<file path="src/rtl/fpu_result_arbiter.sv">
// rtl/fpu_result_arbiter.sv - round-robin merge of FPU unit results into one registered writeback stream
// Optional skid entry enabled by defining FPU_ARB_SKID_EN.
module fpu_result_arbiter #(
  parameter int N_UNITS = 4,
  localparam int UW = (N_UNITS > 1) ? $clog2(N_UNITS) : 1
) (
  input  logic                 clk,
  input  logic                 reset,
  input  logic                 flush,
  input  logic [N_UNITS-1:0]   valid_in,
  output logic [N_UNITS-1:0]   ready_out,
  input  logic [32*N_UNITS-1:0] result_in,
  input  logic [5*N_UNITS-1:0] flags_in,
  output logic                 valid_out,
  input  logic                 ready_in,
  output logic [31:0]          result_out,
  output logic [4:0]           flags_out,
  output logic [UW-1:0]        unit_out,
  input  logic                 fflags_clr,
  output logic [4:0]           fflags
);

  logic [UW-1:0]      ptr;
  logic [UW-1:0]      ptr_next;
  logic [N_UNITS-1:0] grant;
  logic               gnt_any;
  logic [UW-1:0]      gnt_idx;
  logic [UW:0]        cand;
  logic [UW-1:0]      cand_idx;
  logic [31:0]        gnt_res;
  logic [4:0]         gnt_flg;

  logic               valid_q;
  logic [31:0]        res_q;
  logic [4:0]         flg_q;
  logic [UW-1:0]      unit_q;

  logic accept;
  logic xfer;
  logic deliver;

  // Search from ptr upward, wrapping modulo N_UNITS; first valid unit wins.
  always_comb begin
    grant    = '0;
    gnt_any  = 1'b0;
    gnt_idx  = '0;
    cand     = '0;
    cand_idx = '0;
    for (int k = 0; k < N_UNITS; k++) begin
      cand = {1'b0, ptr} + (UW+1)'(k);
      if (cand >= (UW+1)'(N_UNITS)) cand = cand - (UW+1)'(N_UNITS);
      cand_idx = cand[UW-1:0];
      if (!gnt_any && valid_in[cand_idx]) begin
        gnt_any         = 1'b1;
        gnt_idx         = cand_idx;
        grant[cand_idx] = 1'b1;
      end
    end
  end

  always_comb begin
    gnt_res = '0;
    gnt_flg = '0;
    for (int i = 0; i < N_UNITS; i++) begin
      if (grant[i]) begin
        gnt_res = result_in[32*i +: 32];
        gnt_flg = flags_in[5*i +: 5];
      end
    end
  end

  assign ptr_next   = (gnt_idx == UW'(N_UNITS-1)) ? '0 : gnt_idx + UW'(1);
  assign valid_out  = valid_q && !flush;
  assign result_out = res_q;
  assign flags_out  = flg_q;
  assign unit_out   = unit_q;
  assign deliver    = valid_out && ready_in;
  assign xfer       = gnt_any && accept && !flush;
  assign ready_out  = (accept && !flush) ? grant : '0;

`ifdef FPU_ARB_SKID_EN
  logic          sk_valid;
  logic [31:0]   sk_res;
  logic [4:0]    sk_flg;
  logic [UW-1:0] sk_unit;

  // Accept depends only on registered state, cutting the ready_in -> ready_out path.
  assign accept = !sk_valid;

  always_ff @(posedge clk or posedge reset) begin
    if (reset) begin
      valid_q  <= 1'b0;
      res_q    <= '0;
      flg_q    <= '0;
      unit_q   <= '0;
      sk_valid <= 1'b0;
      sk_res   <= '0;
      sk_flg   <= '0;
      sk_unit  <= '0;
    end else if (flush) begin
      valid_q  <= 1'b0;
      res_q    <= '0;
      flg_q    <= '0;
      unit_q   <= '0;
      sk_valid <= 1'b0;
      sk_res   <= '0;
      sk_flg   <= '0;
      sk_unit  <= '0;
    end else if (xfer && valid_q && !ready_in) begin
      sk_valid <= 1'b1;
      sk_res   <= gnt_res;
      sk_flg   <= gnt_flg;
      sk_unit  <= gnt_idx;
    end else if (xfer) begin
      valid_q <= 1'b1;
      res_q   <= gnt_res;
      flg_q   <= gnt_flg;
      unit_q  <= gnt_idx;
    end else if (deliver) begin
      valid_q  <= sk_valid;
      res_q    <= sk_res;
      flg_q    <= sk_flg;
      unit_q   <= sk_unit;
      sk_valid <= 1'b0;
      sk_res   <= '0;
      sk_flg   <= '0;
      sk_unit  <= '0;
    end
  end
`else
  assign accept = !valid_q || ready_in;

  always_ff @(posedge clk or posedge reset) begin
    if (reset) begin
      valid_q <= 1'b0;
      res_q   <= '0;
      flg_q   <= '0;
      unit_q  <= '0;
    end else if (flush) begin
      valid_q <= 1'b0;
      res_q   <= '0;
      flg_q   <= '0;
      unit_q  <= '0;
    end else if (xfer) begin
      valid_q <= 1'b1;
      res_q   <= gnt_res;
      flg_q   <= gnt_flg;
      unit_q  <= gnt_idx;
    end else if (deliver) begin
      valid_q <= 1'b0;
      res_q   <= '0;
      flg_q   <= '0;
      unit_q  <= '0;
    end
  end
`endif

  always_ff @(posedge clk or posedge reset) begin
    if (reset) begin
      ptr <= '0;
    end else if (xfer) begin
      ptr <= ptr_next;
    end
  end

  // Flags delivered in the same cycle as a clear are kept.
  always_ff @(posedge clk or posedge reset) begin
    if (reset) begin
      fflags <= '0;
    end else if (!flush) begin
      if (fflags_clr) fflags <= deliver ? flags_out : 5'b0;
      else if (deliver) fflags <= fflags | flags_out;
    end
  end

endmodule
</file>
<file path="config.mk">
export PLATFORM = sky130hd
export DESIGN_NAME = fpu_result_arbiter
export DESIGN_NICKNAME = d
export VERILOG_FILES = /design/src/rtl/fpu_result_arbiter.sv
export SDC_FILE = /design/constraint.sdc
export NUM_CORES = 1
export LEC_CHECK = 0
export ABC_AREA = 1
export ABC_CLOCK_PERIOD_IN_PS = 6500
export CORE_UTILIZATION = 44
export DETAILED_ROUTE_END_ITERATION = 10
export PLACE_DENSITY = 0.89
export SLEW_MARGIN = 20
export SYNTH_ARGS = -nofsm -noshare
export SYNTH_HDL_FRONTEND = slang
export SYNTH_SLANG_ARGS = --single-unit
export TNS_END_PERCENT = 100
</file>
<file path="constraint.sdc">
create_clock -name clk -period 6.5 [get_ports clk]
set_input_delay 0.975 -clock clk [delete_from_list [all_inputs] [get_ports clk]]
set_output_delay 0.975 -clock clk [all_outputs]
set_load 0.02 [all_outputs]
</file>
# --- Yosys cells after proc, flatten, opt, wreduce, memory -nomap -nowiden ---
# Cells that the tools add are included.
word_totals:
  ff_bits: 47
  inputBits: 157
  out_inout_bits: 49
  wordCells: 110
classes:
  add_sub_neg: 8
  magnitude_cmp: 12
  eq_ne: 1
  muxes: 57
  bitwise: 5
  reduce_logical: 21
op_table:
  columns: ["cell", "n"]
  rows:
  - ["two-way mux 32 bit", 7]
  - ["two-way mux 5 bit", 10]
  - ["two-way mux 2 bit", 12]
  - ["two-way mux 4 bit", 5]
  - ["two-way mux 1 bit", 15]
  - ["logical AND 1 bit", 12]
  - ["< comparator 2 x 3 -> 1 bit (second input constant)", 4]
  - ["bitwise OR 4 bit", 3]
  - [">= comparator 3 bit (second input constant)", 3]
  - ["binary-select mux 1 bit (select 2 bit)", 4]
  - ["demux 1 bit (select 2 bit)", 4]
  - [">= comparator 2 x 1 -> 1 bit (second input constant)", 4]
  - ["subtractor 2 x 1 -> 2 bit (second input constant)", 4]
  - ["adder 2 x 2 -> 3 bit (second input constant)", 2]
  - ["logical NOT 1 bit", 5]
  - ["bitwise OR 5 bit", 1]
  - ["adder 2 x 1 -> 3 bit (second input constant)", 1]
  - [">= comparator 2 x 3 -> 1 bit (second input constant)", 1]
  - ["nonzero test 3 bit", 1]
  - ["adder 2 x 1 -> 2 bit (second input constant)", 1]
  - ["== test 2 bit (second input constant)", 1]
  - ["AND reduction 2 bit", 1]
  - ["nonzero test 2 bit", 1]
  - ["logical OR 1 bit", 1]
  - ["NOT 1 bit", 1]

# --- Depth between registers and ports, before layout ---
# Gate-level depths: netlist of the first run.
depth:
  ltp_word: 20
  depth_mapped: 18
  depth_no_buf: 15

# --- Least setup slack after synthesis of the first run ---
# OpenSTA, ideal clock, no wires.
synth_path:
  path_type: "input -> output"
  start: "input valid_in[3]"
  end: "output ready_out[3]"
  t_arrival_ps: 2241
  required_ps: 5525
  path_slack_ps: 3284
  stages: 13
  n_path_buf: 2
  path_cell_list: "inv_1 -> nand2_1 -> nand3_4 -> nand2_4 -> nor2_8 -> nand2_4 -> nor2_4 -> nand2_1 -> nand3_2 -> buf_6 -> buf_2 -> nand2_1 -> inv_1"
synth_via:
  elab_chain_cells: 13
  word_cells_on_any_way: 25
  cone_classes: "mux: 16; bitwise: 3; reduce/logical: 6"
synth_lines:
  columns: ["item", "line", "source"]
  rows:
  - ["start, declared", "10", "input logic [N_UNITS-1:0] valid_in,"]
  - ["binary-select mux 1 bit (select 2 bit)", "53", "if (!gnt_any && valid_in[cand_idx]) begin"]
  - ["two-way mux 1 bit (implied by the code)", "53", null]
  - ["two-way mux 1 bit", "53", null]
  - ["logical NOT 1 bit", "53", null]
  - ["logical AND 1 bit", "53", null]
  - ["two-way mux 1 bit", "53", null]
  - ["logical NOT 1 bit", "53", null]
  - ["logical AND 1 bit", "53", null]
  - ["two-way mux 1 bit", "53", null]
  - ["logical NOT 1 bit", "53", null]
  - ["logical AND 1 bit", "53", null]
  - ["two-way mux 4 bit *", "53", null]
  - ["two-way mux 4 bit *", "79", "assign ready_out = (accept && !flush) ? grant : '0;"]
  - ["end, declared", "11", "output logic [N_UNITS-1:0] ready_out,"]
# Every way passes the cells marked *; elsewhere a longest branch is shown, timed or not. The select of a mux whose other input is x is not followed.

# --- Worst setup path after layout of the first run ---
layout_path:
  start: "input valid_in[3]"
  end: "output ready_out[0]"
# The elaborated chain is that of the path after synthesis.

==> metrics.yaml, run 1 <==
cells_and_area:
  area_growth_pct: 51.8
  final_common_cell: "nand2_1"
  stdcell_area_sq_um: 6030
  drive_above_1_share_pct: 4.52
  fin_util_pct: 69.2
  final_cell_mix: "310 x nand2_1, 205 x clkdlybuf4s50_1, 115 x a21oi_1"
  fin_nets: 1004
  fin_cells: 949
  antenna_cells: 0
worst_setup_path:
  arrival_ps: 3720
  crit_type: "in2out"
  required_ps: 5520
  worst_setup_path_start_kind: "primary input"
  end_kind: "primary output"
  path_max_fanout: 38
  r2r_setup_slack_ps: 3240
detailed_routing:
  postRouteAntennaNets: 0
  avgViaCountPerCell: 5.03
  drt_iter0_markers: 262
  first_pass_iters: 4
  routed_wl_um: 13200
  wl_per_cell_um: 13.9
  drc: 0
  vias: 4769
clock_tree:
  postCtsResizedCells: 0
  numCtsBuffers: 5
  cts_hold_buf: 0
  cts_sinks: 47
  clockBufferDepth: 2
  clk_pin_slew_ps: 80
  post_cts_buffers: 0
  clock-root-buffer: "clkbuf_8"
  cts_tree: "yes"
  insertion_delay_ps: 300
  cts_max_level: 2
timing:
  final.period_utilization_pct: 72.2
  fin_skew_ps: 13.6
  hold_viol_final: 0
  rsz0062_at_grt: "no"
  worst-slew-pin-transition_ps: 898
  slew_headroom_pct: 40.1
  setup_viol: 0
  whs_ps: 484
  finalCriticalPeriod_ps: 4690
  setup_tns_ps: 0
  finalMaxSlewViolations: 0
  fmax_mhz: 213
floorplanning:
  die_area_sq_um: 9420
  die-height_um: 97.1
  rows: 34
  start_util_pct: 45.6
  coreArea_sq_um: 8720
  die_w_um: 97.1
  io_pins: 206
place:
  port_buffers: 205
  dpl_cell_area_sq_um: 5950
  gp_congestion: 0.854
  dpl.hpwl_um: 9420
  numPlacedInstances: 941
logic_synthesis:
  synth_ff_type: "dfrtp_1"
  avgSynthCellArea_sq_um: 6.03
  ys_async_sr_fraction_pct: 100
  yosysSeqAreaShare_pct: 29.6
  synth_edf_count: 0
  ys_seq_elements: 47
  synth_cells: 659
  yosysUniqueCellTypes: 26
  synth_area_sq_um: 3980
  syn_nets: 823
  ys_warn_count: 0
global_route:
  grt_overflow: 0
  grtUsageTotal_pct: 28.1
  grt_max_degree: 75
  grt_pass1_vias: 4644
  grt_pass1_wl_um: 21700
  antenna_found_initial: 0
run:
  drv_cap: 0
run_status:
  outcome: "finished, final reports clean"
min_path:
  hold_class: "reg2reg"
pwr:
  peakVddDrop_mv: 0.316
  p_per_area_nw_per_um2: 509
  p_leak_nw: 3.27
-- sequential cells by signal, indices dropped and copies added (netlist names), named ones only --
register and count:
result_out 32, fflags 5, flags_out 5, unit_out 2, ptr 1, valid_q 1
-- through the flow --
stage	worst slack [ps]	power, W
final	1810	0.00307
after global routing	1630	0.00340
after CTS	1840	0.00307
after detailed placement	1850	0.00289
after global placement	1950	0.00281
after floorplan	3280	0.00236
-- layout make-up --
class                      instances  area (sq um)
fill                             753          2690
multi-input combinational        477          2170
timing repair buffer             210          2090
sequential                        47          1180
inverter                          99           375
tap                              108           135
clock buffer                       6          72.6
clock inverter                     2          12.5
-- path summary, 6_finish.rpt --
path                                     start        endpoint  depth (start not counted)
worst max register to register       flip-flop   result_out[6]                         14
worst min register to register  result_out[24]  result_out[24]                          2
min in group asynchronous                reset   result_out[9]                          2
worst max-delay path               valid_in[3]    ready_out[0]                         11
max in group asynchronous                reset  result_out[17]                          2
worst min-delay path            result_out[24]  result_out[24]                          2
-- power breakdown --
group          internal [W]  switching, W  leakage, nW  total [W]
sequential         0.000391     0.0000701        0.621   0.000461
combinational      0.000868       0.00156         2.60    0.00243
clock             0.0000755      0.000103       0.0412   0.000179
total               0.00133       0.00174         3.27    0.00307
-- logic make-up (layout without fill, tap and decap cells) --
family / count (synthesis) / in the layout / synth area share [%]
and+or+nand+nor: 340 / 340 / 35.2
buffers and inverters: 135 / 317 / 15.9
AOI/OAI and AO/OA: 129 / 129 / 16.9
DFF: 47 / 47 / 29.6
adders and majority gates: 7 / 7 / 2.20
xor gates and xnor gates: 1 / 1 / 0.220
-- synth_stat cells, drive strengths merged, types with 2 or more instances --
cell | n | area share (%)
buf | 35 | 6.4
dfrtp | 47 | 30
ha | 7 | 2.2
a21oi | 116 | 15
o21ai | 9 | 1.1
nand4 | 3 | 0.47
nor2 | 8 | 1.7
a21boi | 2 | 0.38
inv | 99 | 9.4
nand3 | 11 | 2.2
nand2 | 318 | 31
-- critical path, cell delays in order --
cell,delay [ps]
clkdlybuf4s50_1,470
inv_1,40
nand2_1,110
nand3_4,110
nand2_4,150
nor2_4,70
a21oi_1,200
nand3_2,720
nand2_1,270
inv_1,50
clkdlybuf4s50_1,530
-- layer usage --
layer,wire length (um),part of all wire (%),global-route usage [%],up-vias
met5,0,0,0,-
met1,5320,40,34.9,2162
li1,-,-,-,2365
met4,393,3.0,11.1,0
met3,958,7.2,3.88,29
met2,6560,50,49.1,213
Power figures use the tool's default switching activity.
==> inputs of run 2 (changes only) <==
--- a/config.mk
+++ b/config.mk
@@ -6,10 +6,10 @@
 export NUM_CORES = 1
 export LEC_CHECK = 0
 export ABC_AREA = 1
-export ABC_CLOCK_PERIOD_IN_PS = 6500
-export CORE_UTILIZATION = 44
+export ABC_CLOCK_PERIOD_IN_PS = 4600
+export CORE_UTILIZATION = 41
 export DETAILED_ROUTE_END_ITERATION = 10
-export PLACE_DENSITY = 0.89
+export PLACE_DENSITY = 0.84
 export SLEW_MARGIN = 20
 export SYNTH_ARGS = -nofsm -noshare
 export SYNTH_HDL_FRONTEND = slang
==> constraint.sdc (replaced) <==
create_clock -name clk -period 4.6 [get_ports clk]
set_input_delay 0.69 -clock clk [delete_from_list [all_inputs] [get_ports clk]]
set_output_delay 0.69 -clock clk [all_outputs]
set_load 0.02 [all_outputs]
==> run 2 against run 1 <==
  * Setup slack got worse by 910 ps
  * Clock-buffer cell count fell by 1
  * Clock power rose by 100%
  * Clock skew fell by 3.6 ps
  * Flip-flop and latch count did not move
  * Die area rose by 7.2%
==> metrics.yaml, run 2 (synthesized netlist as in run 1, its figures left out) <==
worst_setup_path:
  cp_cell_sequence: "inv_4 -> ha_1 -> inv_1 -> nand2_1 -> nand2_2 -> nor2_8 -> nand2_4 -> nor2_4 -> nand2_1 -> nand3_2 -> nand2_1 -> inv_1 -> clkdlybuf4s50_1"
  crit_family: "buffers and inverters"
  crit_type: "reg2out"
  required_ps: 3910  # -1610 ps
  slowest_stage: "dfrtp_1"
  cp_num_cells: 13  # +2
  path_max_fanout: 12  # -68%
  worstSetupEndpoint: "ready_out[3]"
  r2r_cells: 15  # +1
  cpMostUsedCell: "nand2_1"
  worst_setup_path_start_kind: "flip-flop"
  arrival_ps: 3010  # -710 ps
  cp_num_buf_inv: 4  # unchanged
  r2r_setup_slack_ps: 1330  # -1910 ps
  end_kind: "primary output"
  rr_endpoint: "flags_out[1]"
  cp_slowest_stage_delay_ps: 660  # -60 ps
timing:
  whs_ps: 483  # -0.364 ps
  fin_skew_ps: 10.0  # -3.56 ps
  finalCriticalPeriod_ps: 3700
  final.period_utilization_pct: 80.4
  layout_setup_ws_ps: 903  # -906 ps
  slew_headroom_pct: 44.4  # +4.3 points
  hold_viol_final: 0  # unchanged
  setup_viol: 0  # unchanged
  rsz0062_at_grt: "no"
  finalMaxSlewViolations: 0  # unchanged
  fmax_mhz: 270
  worst-slew-pin-transition_ps: 834  # -64.3 ps
  setup_tns_ps: 0  # unchanged
clock_tree:
  numCtsBuffers: 5  # unchanged
  post_cts_buffers: 0  # unchanged
  clk_pin_slew_ps: 90  # about the same
  insertion_delay_ps: 300  # about the same
  cts_sinks: 47  # unchanged
  cts_max_level: 2  # unchanged
  cts_hold_buf: 0  # unchanged
  clock-root-buffer: "clkbuf_8"
  cts_tree: "yes"
  clockBufferDepth: 2  # unchanged
  postCtsResizedCells: 0  # unchanged
pwr:
  clkPwrFrac_pct: 8.1  # +2.3 points
  p_per_area_nw_per_um2: 727  # +43%
  combPwrFrac_pct: 77.0  # -2.2 points
  p_switching_w: 0.00245  # +41%
  power.internal_w: 0.00200  # +50%
  p_seq_share_pct: 14.9  # about the same
  p_sw_share_pct: 55.1  # -1.5 points
  peakVddDrop_mv: 0.619  # +96%
  p_leak_nw: 3.29  # +0.87%
floorplanning:
  rows: 35  # +2.9%
  die-height_um: 100  # +3.5%
  io_pins: 206  # unchanged
  die_w_um: 100  # +3.5%
  coreArea_sq_um: 9330  # +7.0%
  start_util_pct: 42.6  # -3.0 points
  die_area_sq_um: 10100  # +7.2%
cells_and_area:
  antenna_cells: 0  # unchanged
  drive_above_1_share_pct: 4.75  # +0.23 points
  area_growth_pct: 53.9
  fin_nets: 1005  # +0.10%
  stdcell_area_sq_um: 6120  # +1.4%
  largest_reg_flops: 32  # unchanged
  final_common_cell: "nand2_1"
  final_cell_mix: "310 x nand2_1, 205 x clkdlybuf4s50_1, 115 x a21oi_1"
  fin_cells: 971  # +2.3%
detailed_routing:
  postRouteAntennaNets: 0  # unchanged
  avgViaCountPerCell: 4.83  # -3.9%
  vias: 4689  # -1.7%
  drc: 0  # unchanged
  first_pass_iters: 4  # unchanged
  drt_iter0_markers: 139  # -47%
  routed_wl_um: 13400  # +1.6%
  wl_per_cell_um: 13.8  # -0.71%
global_route:
  grt_overflow: 0  # unchanged
  antenna_found_initial: 0  # unchanged
  grtUsageTotal_pct: 26.4  # -1.7 points
  grt_max_degree: 75  # unchanged
  grt_pass1_wl_um: 21100  # -2.7%
  grt_pass1_vias: 4552  # -2.0%
place:
  numPlacedInstances: 963  # +2.3%
  gp_congestion: 0.905  # +5.9%
  port_buffers: 205  # unchanged
  dpl_cell_area_sq_um: 5980  # +0.57%
  place_ws_ps: 1150  # -708 ps
  dpl.hpwl_um: 9770  # +3.7%
min_path:
  worstHoldStart: "result_out[22]"
  hold_class: "reg2reg"
run_status:
  outcome: "finished, final reports clean"
run:
  drv_cap: 0  # unchanged
[run 2: metal layers]
layer | global-route usage [%] | up-vias | share of wire, %
li1 | - | 2375 | -
met1 | 29.6 | 2086 | 41
met2 | 49.2 | 196 | 49
met3 | 5.96 | 32 | 7.3
met4 | 8.47 | 0 | 2.7
met5 | 0 | - | 0
[run 2: power by group through the flow]
stage / clock, W / sequential, W / combinational [W]
after global placement: 0 / 0.000664 / 0.00332
after floorplan: 0 / 0.000768 / 0.00256
after global routing: 0.000389 / 0.000675 / 0.00387
after CTS: 0.000372 / 0.000660 / 0.00342
final: 0.000361 / 0.000661 / 0.00343
after detailed placement: 0 / 0.000667 / 0.00341
[run 2: through the flow]
| step | total power (W) | utilization, % |
|---|---|---|
| after floorplan | 0.00333 | - |
| after global placement | 0.00399 | 64.1 |
| after detailed placement | 0.00408 | 64.1 |
| after CTS | 0.00445 | 65.6 |
| after global routing | 0.00494 | 65.6 |
| final | 0.00445 | 65.6 |
[run 2: area by class of cell]
cell class	instances	area, sq um
fillers	886	3210
multi-input cells	477	2170
repair buffers	211	2100
flip-flops and latches	47	1180
inverters	99	375
well taps	129	161
clock buffers	5	68.8
clock inverters	3	67.6
[run 2: how the worst min path moves through the flow]
stage	endpoint	slack [ps]	cells past startpoint
3_5_place_dp	result_out[16]	460	2
2_1_floorplan	result_out[25]	580	2
5_1_grt	result_out[16]	500	2
6_report	result_out[22]	480	2
3_3_place_gp	result_out[11]	460	2
4_1_cts	result_out[12]	490	2
[run 2: worst reg2reg max path, stage by stage (launching register included)]
cell and delay, ps:
dfrtp_1 660, inv_4 110, ha_1 410, inv_1 140
nand3_1 100, nand2_1 160, nor2_4 90, a21oi_2 140
nand3_2 100, buf_4 280, inv_2 580, nand2_1 140
nand2_1 100, nand2_1 60, nand2_1 70, nand2_1 50
==> inputs of run 3 (changes only) <==
--- a/config.mk
+++ b/config.mk
@@ -6,10 +6,10 @@
 export NUM_CORES = 1
 export LEC_CHECK = 0
 export ABC_AREA = 1
-export ABC_CLOCK_PERIOD_IN_PS = 4600
-export CORE_UTILIZATION = 41
+export ABC_CLOCK_PERIOD_IN_PS = 3300
+export CORE_UTILIZATION = 37
 export DETAILED_ROUTE_END_ITERATION = 10
-export PLACE_DENSITY = 0.84
+export PLACE_DENSITY = 0.8
 export SLEW_MARGIN = 20
 export SYNTH_ARGS = -nofsm -noshare
 export SYNTH_HDL_FRONTEND = slang
==> constraint.sdc (replaced) <==
create_clock -name clk -period 3.3 [get_ports clk]
set_input_delay 0.495 -clock clk [delete_from_list [all_inputs] [get_ports clk]]
set_output_delay 0.495 -clock clk [all_outputs]
set_load 0.02 [all_outputs]
==> run 3 against run 2 <==
  * Sequential share of layout area decreased by 0.094 points
  * Power grew 37%
  * Cell count rose by 1.6%
  * First-iteration DRC count increased by 78%
  * Clock skew up 4.0 ps
==> metrics.yaml, run 3 (synthesized netlist as in run 1, its figures left out) <==
run_status:
  outcome: "finished, final reports clean"
worst_setup_path:
  arrival_ps: 2620  # -390 ps
  crit_type: "reg2out"
  rr_endpoint: "result_out[27]"
  required_ps: 2800  # -1110 ps
  r2r_cells: 15  # unchanged
  end_kind: "primary output"
  r2r_setup_slack_ps: 610  # -720 ps
  worst_setup_path_start_kind: "flip-flop"
  path_max_fanout: 7  # -5
floorplanning:
  coreArea_sq_um: 10400  # +11%
  start_util_pct: 38.3  # -4.3 points
  die_w_um: 106  # +5.2%
  io_pins: 206  # unchanged
  die_area_sq_um: 11200  # +11%
  rows: 37  # +5.7%
  die-height_um: 106  # +5.2%
detailed_routing:
  drt_iter0_markers: 247  # +78%
  dr.max_layer_used: "met4"
  vias: 4519  # -3.6%
  wl_met2_um: 6210  # -5.6%
  avgViaCountPerCell: 4.58  # -5.2%
  wl_per_cell_um: 13.0  # -6.0%
  first_pass_iters: 6  # +2
  routed-wl-met3_um: 861  # -12%
  postRouteAntennaNets: 0  # unchanged
  routed_wl_um: 12800  # -4.5%
  drc: 0  # unchanged
  wl_met1_um: 5530  # +0.27%
cells_and_area:
  area_growth_pct: 54.7
  final_common_cell: "nand2_1"
  largest_reg_flops: 32  # unchanged
  stdcell_area_sq_um: 6150  # +0.49%
  drive_above_1_share_pct: 5.88  # +1.1 points
  fin_util_pct: 59.3  # -6.3 points
  antenna_cells: 0  # unchanged
  final_cell_mix: "309 x nand2_1, 205 x clkdlybuf4s50_1, 115 x a21oi_1"
  fin_cells: 987  # +1.6%
  fin_nets: 1014  # +0.90%
timing:
  finalCriticalPeriod_ps: 3120
  final.period_utilization_pct: 94.5
  setup_tns_ps: 0  # unchanged
  hold_viol_final: 0  # unchanged
  fmax_mhz: 321
  finalMaxSlewViolations: 0  # unchanged
  rsz0062_at_grt: "no"
  worst-slew-pin-transition_ps: 762  # -71.2 ps
  whs_ps: 484  # +0.450 ps
  setup_viol: 0  # unchanged
  fin_skew_ps: 14.0  # +3.95 ps
  slew_headroom_pct: 49.2  # +4.8 points
clock_tree:
  cts_hold_buf: 0  # unchanged
  clock-root-buffer: "clkbuf_8"
  clockBufferDepth: 2  # unchanged
  post_cts_buffers: 0  # unchanged
  postCtsResizedCells: 0  # unchanged
  cts_max_level: 2  # unchanged
  numCtsBuffers: 5  # unchanged
  insertion_delay_ps: 300  # about the same
  cts_tree: "yes"
  cts_sinks: 47  # unchanged
  clk_pin_slew_ps: 90  # about the same
global_route:
  grtUsageTotal_pct: 22.7  # -3.7 points
  grt_max_degree: 75  # unchanged
  grt_pass1_wl_um: 20500  # -3.1%
  grt_overflow: 0  # unchanged
  antenna_found_initial: 0  # unchanged
  grt_pass1_vias: 4217  # -7.4%
place:
  dpl_cell_area_sq_um: 6060  # +1.3%
  gp_congestion: 0.866  # -4.2%
  numPlacedInstances: 979  # +1.7%
  dpl.hpwl_um: 9490  # -2.9%
  port_buffers: 205  # unchanged
min_path:
  hold_depth: 2  # unchanged
  worstHoldStart: "result_out[8]"
  holdPathEnd: "result_out[8]"
  hold_class: "reg2reg"
pwr:
  p_per_area_nw_per_um2: 988  # +36%
  p_leak_nw: 3.31  # +0.59%
  peakVddDrop_mv: 0.996  # +61%
run:
  drv_cap: 0  # unchanged
run 3: cell count changes in the layout (fill, tap and decap cells not counted), sizes merged:
cell	before	now
inv	98	99
clkinvlp	1	2
bufinv	2	0
buf	6	15
run 3: where the power goes:
group	leakage (nW)	switching [W]	internal [W]	total [W]
logic	2.65	0.00307	0.00177	0.00484
registers	0.621	0.000105	0.000772	0.000876
clock network	0.0402	0.000212	0.000148	0.000360
run 3: final cells by class:
cell class              count  area [sq um]
fillers                  1016          4220
multi-input cells         477          2170
repair buffers            220          2160
flip-flops and latches     47          1180
inverters                  99           374
well taps                 136           170
clock buffers               5          68.8
clock inverters             3          20.0
run 3: worst max-delay path by stage:
stage	end	slack, ps	cells past startpoint
6_report	ready_out[3]	180	13
5_1_grt	ready_out[3]	6	13
4_1_cts	ready_out[3]	180	13
3_5_place_dp	ready_out[3]	330	13
3_3_place_gp	ready_out[3]	360	13
2_1_floorplan	ready_out[3]	710	15
run 3: stage by stage:
step | total power, W | setup slack, ps
6_report | 0.00608 | 181
2_1_floorplan | 0.00464 | 710
4_1_cts | 0.00610 | 182
3_3_place_gp | 0.00568 | 358
3_5_place_dp | 0.00573 | 327
5_1_grt | 0.00678 | 5.95
run 3: layer usage:
| layer | up-vias | GRT usage (%) |
|---|---|---|
| li1 | 2392 | - |
| met1 | 1946 | 27.6 |
| met5 | - | 0 |
| met2 | 167 | 40.9 |
| met3 | 14 | 3.90 |
| met4 | 0 | 5.95 |
run 3: critical path, cell delays in order (launching register included):
cell	delay (ps)
dfrtp_1	410
inv_4	70
ha_1	390
inv_1	100
nand2_1	90
nand2_2	90
nor2_8	130
nand2_4	80
nor2_4	120
nand2_1	70
nand3_2	70
nand2_1	50
inv_1	50
clkdlybuf4s50_1	610
